===== src/rtl/lc_target_pkg.sv =====
// Shared types for the life-cycle transition target sequencer.
// Decoded/encoded state types, FSM states and the redundant encoder.
package lc_target_pkg;

    localparam int unsigned DecWidth    = 6;
    localparam int unsigned NumLcStates = 21;

    typedef logic [DecWidth-1:0]   dec_lc_state_t;
    typedef logic [2*DecWidth-1:0] enc_lc_state_t;

    typedef enum logic [1:0] {
        StIdle,
        StEmit,
        StDone
    } lc_seq_state_e;

    // The complement half lets the consumer detect single-bit upsets.
    function automatic enc_lc_state_t lc_encode(input dec_lc_state_t dec);
        return {dec, ~dec};
    endfunction

endpackage


===== src/rtl/lc_state_enc.sv =====
// Combinational legality check and redundant encoding of one state.
module lc_state_enc
    import lc_target_pkg::*;
#(
    parameter int unsigned LegalLimit = NumLcStates
) (
    input  dec_lc_state_t i_dec,
    output enc_lc_state_t o_enc,
    output logic          o_legal
);

    localparam dec_lc_state_t Limit = dec_lc_state_t'(LegalLimit);

    assign o_enc   = lc_encode(i_dec);
    assign o_legal = (i_dec < Limit);

endmodule


===== src/rtl/lc_target_seq.sv =====
// Walks a latched array of decoded life-cycle targets and emits the
// legal ones over valid/ready together with their redundant encoding.
module lc_target_seq #(
    parameter int unsigned NumTargets  = 5,
    parameter int unsigned DecWidth    = 6,
    parameter int unsigned NumLcStates = 21
) (
    input  logic                           clk_i,
    input  logic                           rst_ni,
    input  logic                           load_i,
    input  logic [NumTargets*DecWidth-1:0] targets_i,
    input  logic [2:0]                     count_i,
    output logic                           tgt_valid_o,
    input  logic                           tgt_ready_i,
    output logic [DecWidth-1:0]            tgt_dec_o,
    output logic [2*DecWidth-1:0]          tgt_enc_o,
    output logic [2:0]                     tgt_idx_o,
    output logic                           tgt_last_o,
    output logic                           busy_o,
    output logic                           done_o,
    output logic                           err_o
);

    typedef lc_target_pkg::lc_seq_state_e state_e;

    localparam logic [2:0] MaxCnt = 3'(NumTargets);

    state_e r_state;
    state_e w_next;

    logic [DecWidth-1:0] r_elem [NumTargets];
    logic [2:0]          r_idx;
    logic [2:0]          r_cnt;
    logic                r_err;

    logic [DecWidth-1:0]   w_sel;
    logic [2*DecWidth-1:0] w_enc;
    logic                  w_legal;
    logic                  w_load;
    logic                  w_last;
    logic                  w_valid;
    logic                  w_busy;
    logic                  w_done;
    logic                  w_step;
    logic [2:0]            w_cnt_in;

    assign w_cnt_in = (count_i > MaxCnt) ? MaxCnt : count_i;
    assign w_load   = load_i && (r_state == lc_target_pkg::StIdle);
    assign w_sel    = r_elem[r_idx];
    assign w_last   = (r_idx == r_cnt - 3'd1);

    lc_state_enc #(
        .LegalLimit(NumLcStates)
    ) u_enc (
        .i_dec  (w_sel),
        .o_enc  (w_enc),
        .o_legal(w_legal)
    );

    always_ff @(posedge clk_i) begin
        if (!rst_ni) begin
            r_state <= lc_target_pkg::StIdle;
        end else begin
            r_state <= w_next;
        end
    end

    always_comb begin
        w_next  = r_state;
        w_valid = 1'b0;
        w_busy  = 1'b0;
        w_done  = 1'b0;
        w_step  = 1'b0;
        unique case (r_state)
            lc_target_pkg::StIdle: begin
                if (w_load) begin
                    w_next = (w_cnt_in != 3'd0) ? lc_target_pkg::StEmit
                                                : lc_target_pkg::StDone;
                end
            end
            lc_target_pkg::StEmit: begin
                w_busy  = 1'b1;
                w_valid = w_legal;
                // Illegal elements are dropped after a single cycle.
                w_step  = !w_legal || tgt_ready_i;
                if (w_step && w_last) begin
                    w_next = lc_target_pkg::StDone;
                end
            end
            lc_target_pkg::StDone: begin
                w_busy = 1'b1;
                w_done = 1'b1;
                w_next = lc_target_pkg::StIdle;
            end
            default: begin
                w_next = lc_target_pkg::StIdle;
            end
        endcase
    end

    always_ff @(posedge clk_i) begin
        if (!rst_ni) begin
            r_idx <= '0;
            r_cnt <= '0;
            r_err <= 1'b0;
            for (int i = 0; i < NumTargets; i++) begin
                r_elem[i] <= '0;
            end
        end else if (w_load) begin
            for (int i = 0; i < NumTargets; i++) begin
                r_elem[i] <= targets_i[i*DecWidth +: DecWidth];
            end
            r_cnt <= w_cnt_in;
            r_idx <= '0;
            r_err <= (count_i > MaxCnt);
        end else if (w_step) begin
            r_idx <= r_idx + 3'd1;
            if (!w_legal) begin
                r_err <= 1'b1;
            end
        end
    end

    assign tgt_valid_o = w_valid;
    assign tgt_dec_o   = w_valid ? w_sel : '0;
    assign tgt_enc_o   = w_valid ? w_enc : '0;
    assign tgt_idx_o   = w_valid ? r_idx : '0;
    assign tgt_last_o  = w_valid && w_last;
    assign busy_o      = w_busy;
    assign done_o      = w_done;
    assign err_o       = r_err;

endmodule


===== config.mk =====
export PLATFORM = sky130hd
export DESIGN_NAME = lc_target_seq
export DESIGN_NICKNAME = d
export VERILOG_FILES = /design/src/rtl/lc_target_pkg.sv /design/src/rtl/lc_state_enc.sv /design/src/rtl/lc_target_seq.sv
export SDC_FILE = /design/constraint.sdc
export NUM_CORES = 1
export LEC_CHECK = 0
export CORE_MARGIN = 4
export CORE_UTILIZATION = 42
export DETAILED_ROUTE_END_ITERATION = 10
export PLACE_DENSITY = 0.81
export SETUP_SLACK_MARGIN = 0.4
export SYNTH_ARGS = -nofsm -noshare
export SYNTH_HDL_FRONTEND = slang
export SYNTH_HIERARCHICAL = 1
export SYNTH_SLANG_ARGS = --single-unit

===== constraint.sdc =====
create_clock -name clk_i -period 2.5 [get_ports clk_i]
set_input_delay 0.625 -clock clk_i [delete_from_list [all_inputs] [get_ports clk_i]]
set_output_delay 0.625 -clock clk_i [all_outputs]
set_load 0.01 [all_outputs]

Yosys cells after proc, flatten, opt, wreduce, memory -nomap -nowiden
Memories as Yosys holds them, arrays and structs flattened. A register that Yosys moved wholly into a read port is not among the register bits.
Index checks and enable logic that the tools add are counted.

word-level totals
  register bits = 9
  memory bits (writable) = 30
  input port bits = 37
  output and inout bits = 26
  logic and storage cells = 60
  memories kept = 1

memory list
  memory  words  bits a word  read ports  clocked after memory_dff  wr ports  line                 text
  r_elem  5      6            1           1                         5         lc_target_seq.sv:31  logic [DecWidth-1:0] r_elem [NumTargets];

cells by class
  $add $sub $neg = 2
  $lt $le $gt $ge = 2
  equality and inequality tests = 6
  mux-type cells = 26
  bitwise logic cells = 7
  reductions and logical operators = 12

operators by type and width
  kind                 number
  $mux 6               6
  $mux 12              1
  $mux 3               4
  $mux 1               11
  $lt 6x5->1 const B   1
  $mux 2               3
  $not 6->6            1
  $or 1x1->1           5
  $ne 2x2->1 const B   2
  $pmux 2 s2           1
  $reduce_and 2->1     2
  $reduce_or 2->1      2
  $add 3x1->3 const B  1
  $eq 3x3->1           1
  $gt 3x3->1 const B   1
  $logic_and 1x1->1    3
  $reduce_bool 3->1    1
  $sub 3x1->3 const B  1
  $eq 2x1->1 const B   1
  $eq 2x2->1 const B   1
  $logic_not 2->1      1
  $ne 2x1->1 const B   1
  $reduce_bool 2->1    1
  $logic_not 1->1      1
  2 further kinds      2

Depth between registers and ports, before layout
  depth in word-level cells = 6
  gate-level depth with buffers = 9
  depth with buffers taken out = 8

By module
The synthesis kept the hierarchy.

by module, submodules not included
  module         instances  cells an instance  area an instance (µm²)  seq. area each (µm²)
  lc_target_seq  1          164                2042.0                  1141.1
  lc_state_enc   1          15                 85.1                    0.0

Least setup slack after synthesis
No wires, ideal clock.

  path type = flip-flop to output port
  start = register (tool-made name)
  end = output tgt_last_o
  arrival = 2.222 ns
  required time = 1.875 ns
  setup slack = -0.347 ns
  cell stages (with the launch flop) = 8
  buffers on the path = 1
  cells stage by stage = dfxtp_1 > buf_2 > mux4_2 > mux2_2 > a21oi_1 > o31a_1 > nand2_1 > nor4_1

RTL lines
  element        line                 text
  end, declared  lc_target_seq.sv:18  output logic tgt_last_o,

==> impl_results.md <==
* Simple-gate share of the synthesized area at 20.8%
* TritonCTS clock tree: built
* F_max at 320 MHz
* Slew Limit Fails at 0
* Failing checks: negative setup slack
* CP Cell Sequence: mux4_2 > mux2_4 > a21oi_2 > o31a_1 > buf_4 > buf_6 > buf_6 > and3_4 > buf_6
* Global route total overflow at 0
* Register area share after synthesis at 53.6%
* Port bufs at 62
* Area occupied by registers at 1150 µm²
* VDD IR max at 0.335 mV
* Worst Setup Path Type: reg -> out
* Number of CTS-inserted buffers at 5
* 1st-pass router iterations at 4
* Clk slew on worst S/H paths at 0.08 ns
* Worst Hold Class: reg -> reg
* Core Util, Final at 67.6%
* Setup crit end kind: primary output
* FFs w/ async S/R, synth at 0%
* Placed Cells at 309
* Vias at 1540
* Final WL at 4.50 mm
* Die width at 79.2 µm
* Root buffer cell: clkbuf_8
* Post-synthesis mux area share at 9.53%
* Leading cell type in the layout, fill and taps excluded: clkdlybuf4s50_1
* ANT cells at 0
* Total power at 1.93 mW
* Post-route clock period utilization at 125%
* Crit path buffers/inverters at 4
* Largest family of logic cells by synthesized area: simple AND/OR/NAND/NOR gates
* Footprint of the multi-input gates at 1010 µm²
* Post-Synth Adder-Cell Area at 2.94%
* Leakage at 1.36 nW
* Final Hold Fails at 0
* CORE AREA at 4820 µm²
* Post-Syn Nets at 221
* Worst path slowest cell: mux4_2
* Seq cells post-synth at 42
* Die area at 6270 µm²
* Vias in the first global route at 1594
* Synthesized area per cell at 11.9 µm²
* Mapped Cells at 179
* M2 GR Usage at 28.0%
* Synth Area in Compound Gates at 4.65%
* DIE HEIGHT at 79.2 µm
* First-pass GRT wire length at 7.41 mm
* Hold-fix buffers at CTS at 0
* Share of layout cells above drive strength 1 at 38.9%
* Clock buffer depth at 2
* EDFF count, synth at 30
* Synth Area in XOR/XNOR at 2.76%
* Worst EP arrival at 2.50 ns
* H-tree depth at 2
* Setup violators final at 23
* Tot GR Track Use at 15.2%
* Grt met1 use at 17.6%
* Non-Filler Instances at 329
* Worst path max stage delay at 0.51 ns
* Largest net degree at the start of global routing at 35
* Post-route ant nets at 0
* Final worst slack at -0.625 ns
* DRT iter0 DRCs at 51
* Critical Path RT at 1.88 ns
* DRC viols at 0
* Crit Path Max Fanout at 8
* Family with the most delay on the worst path: multiplexers
* Status: finished, violations left
* Routability cong. at 0.747
* Yosys Warn Count at 6
* Row count at 25
* Commonest non-fill, non-tap cells in the layout: clkdlybuf4s50_1, and2_1, edfxtp_1
* Most Crowded Layer GR: met2
* Drt wl/cell at 13.7 µm
* Slew at the pin closest to its max-slew limit at 0.714 ns
* Fill count at 354
* Crit-path most repeated cell: buf_6
* Antenna violations before repair at 0
* Final min period at 3.12 ns
* Relative slew slack at 52.4%
* Skew final at 0.00924 ns
* Grt met3 use at 3.74%
* Starting Density at 44.2%
* Sinks on Clock Net at 42
* Syn Std Cell Area at 2130 µm²
* Pwr Density at 592 nW/µm²
* Synth cell types at 32
* Max Cap Viol at 0
* DP HPWL at 3.27 mm
* Clk_lat worst skew at 0.28 ns
* NumNets Final at 303
* Ys flop type: edfxtp_1
* CP Launch Type: flip-flop
* Dpl ws at -0.676 ns
* Unrepaired setup endpoints after global routing: true
* Vias per cell at 4.68
* Io pins at 63
* Area Growth Syn to Fin at 53.1%
==> registers in the layout (all words and copies together) (netlist names), named ones only <==
signal / cells
r_elem: 30
r_cnt: 3
r_idx: 3
r_state: 2
err_o: 1
==> per-layer routing <==
layer | part of all wire (%) | up-vias
met5 | 0 | -
met4 | 0.69 | 0
li1 | - | 778
met2 | 53 | 48
met1 | 40 | 712
met3 | 6.0 | 2
==> final cells by class <==
cell class	count	area share [%]
Timing Repair Buffer	89	27.0
Clock inverter	1	0.154
Clock buffer	7	2.65
Multi-Input combinational cell	111	30.9
Inverter	12	1.46
Tap cell	67	2.57
Sequential cell	42	35.2
==> report_power, final <==
group / leakage, nW / switching (mW) / total (mW) / internal, mW
logic: 0.889 / 0.263 / 0.626 / 0.363
registers: 0.423 / 0.0324 / 0.871 / 0.838
clock network: 0.0482 / 0.207 / 0.429 / 0.223
total: 1.36 / 0.502 / 1.93 / 1.42
==> synth_stat cells (2+ instances only) <==
cell type  instances  share of area [%]
mux2_2             6                3.2
inv_1             12                2.1
buf_4              6                2.1
nand3_1            2               0.47
edfxtp_1          30                 42
dfxtp_1           12                 11
ha_1               5                2.9
nand2_1            9                1.6
and2_1            38                 11
xnor2_1            2               0.82
clkbuf_1           6                1.1
and3_1            16                4.7
a21oi_1            5                1.2
mux4_2             6                6.4
xor2_1             2               0.82
nor2_1             4               0.71
nor2b_1            3               0.88
==> logic make-up after synthesis <==
group,after synthesis
AO/OA/AOI/OAI,13
multiplexers,12
adder cells (fa/ha/maj),5
AND/OR/NAND/NOR,76
buffers and inverters,26
flip-flops,42
XOR/XNOR,5
==> worst min-delay path: stages (launching register included) <==
cell and delay, ns:
dfxtp_1 0.32, nand2_1 0.05, a21boi_0 0.07
==> repair_timing <==
action                     CTS  global route
pin swaps                    5             3
resized for setup          128             9
cloned                       0             0
setup buffers                8             4
setup endpoints to repair   33            32
hold endpoints to repair     0             0
==> metrics by stage <==
step	cell area (µm²)	setup TNS (ns)	hold slack, ns
6_report	3260	-12.31	0.483
3_3_place_gp	2970	-13.34	0.460
3_5_place_dp	2970	-14.69	0.473
5_1_grt	3260	-15.55	0.514
2_1_floorplan	2230	-1.93	0.444
4_1_cts	3190	-12.59	0.484
==> final timing paths <==
kind | from | to | slack, ns | cells past startpoint
setup / recovery | flip-flop | tgt_enc_o[11] | -0.62 | 9
hold / removal | r_cnt[2] | r_cnt[2] | 0.48 | 2
setup reg to reg | flip-flop | r_state[0] | 0 | 10
hold reg to reg | r_cnt[2] | r_cnt[2] | 0.48 | 2
No activity file was read; power rests on OpenSTA's default activity.
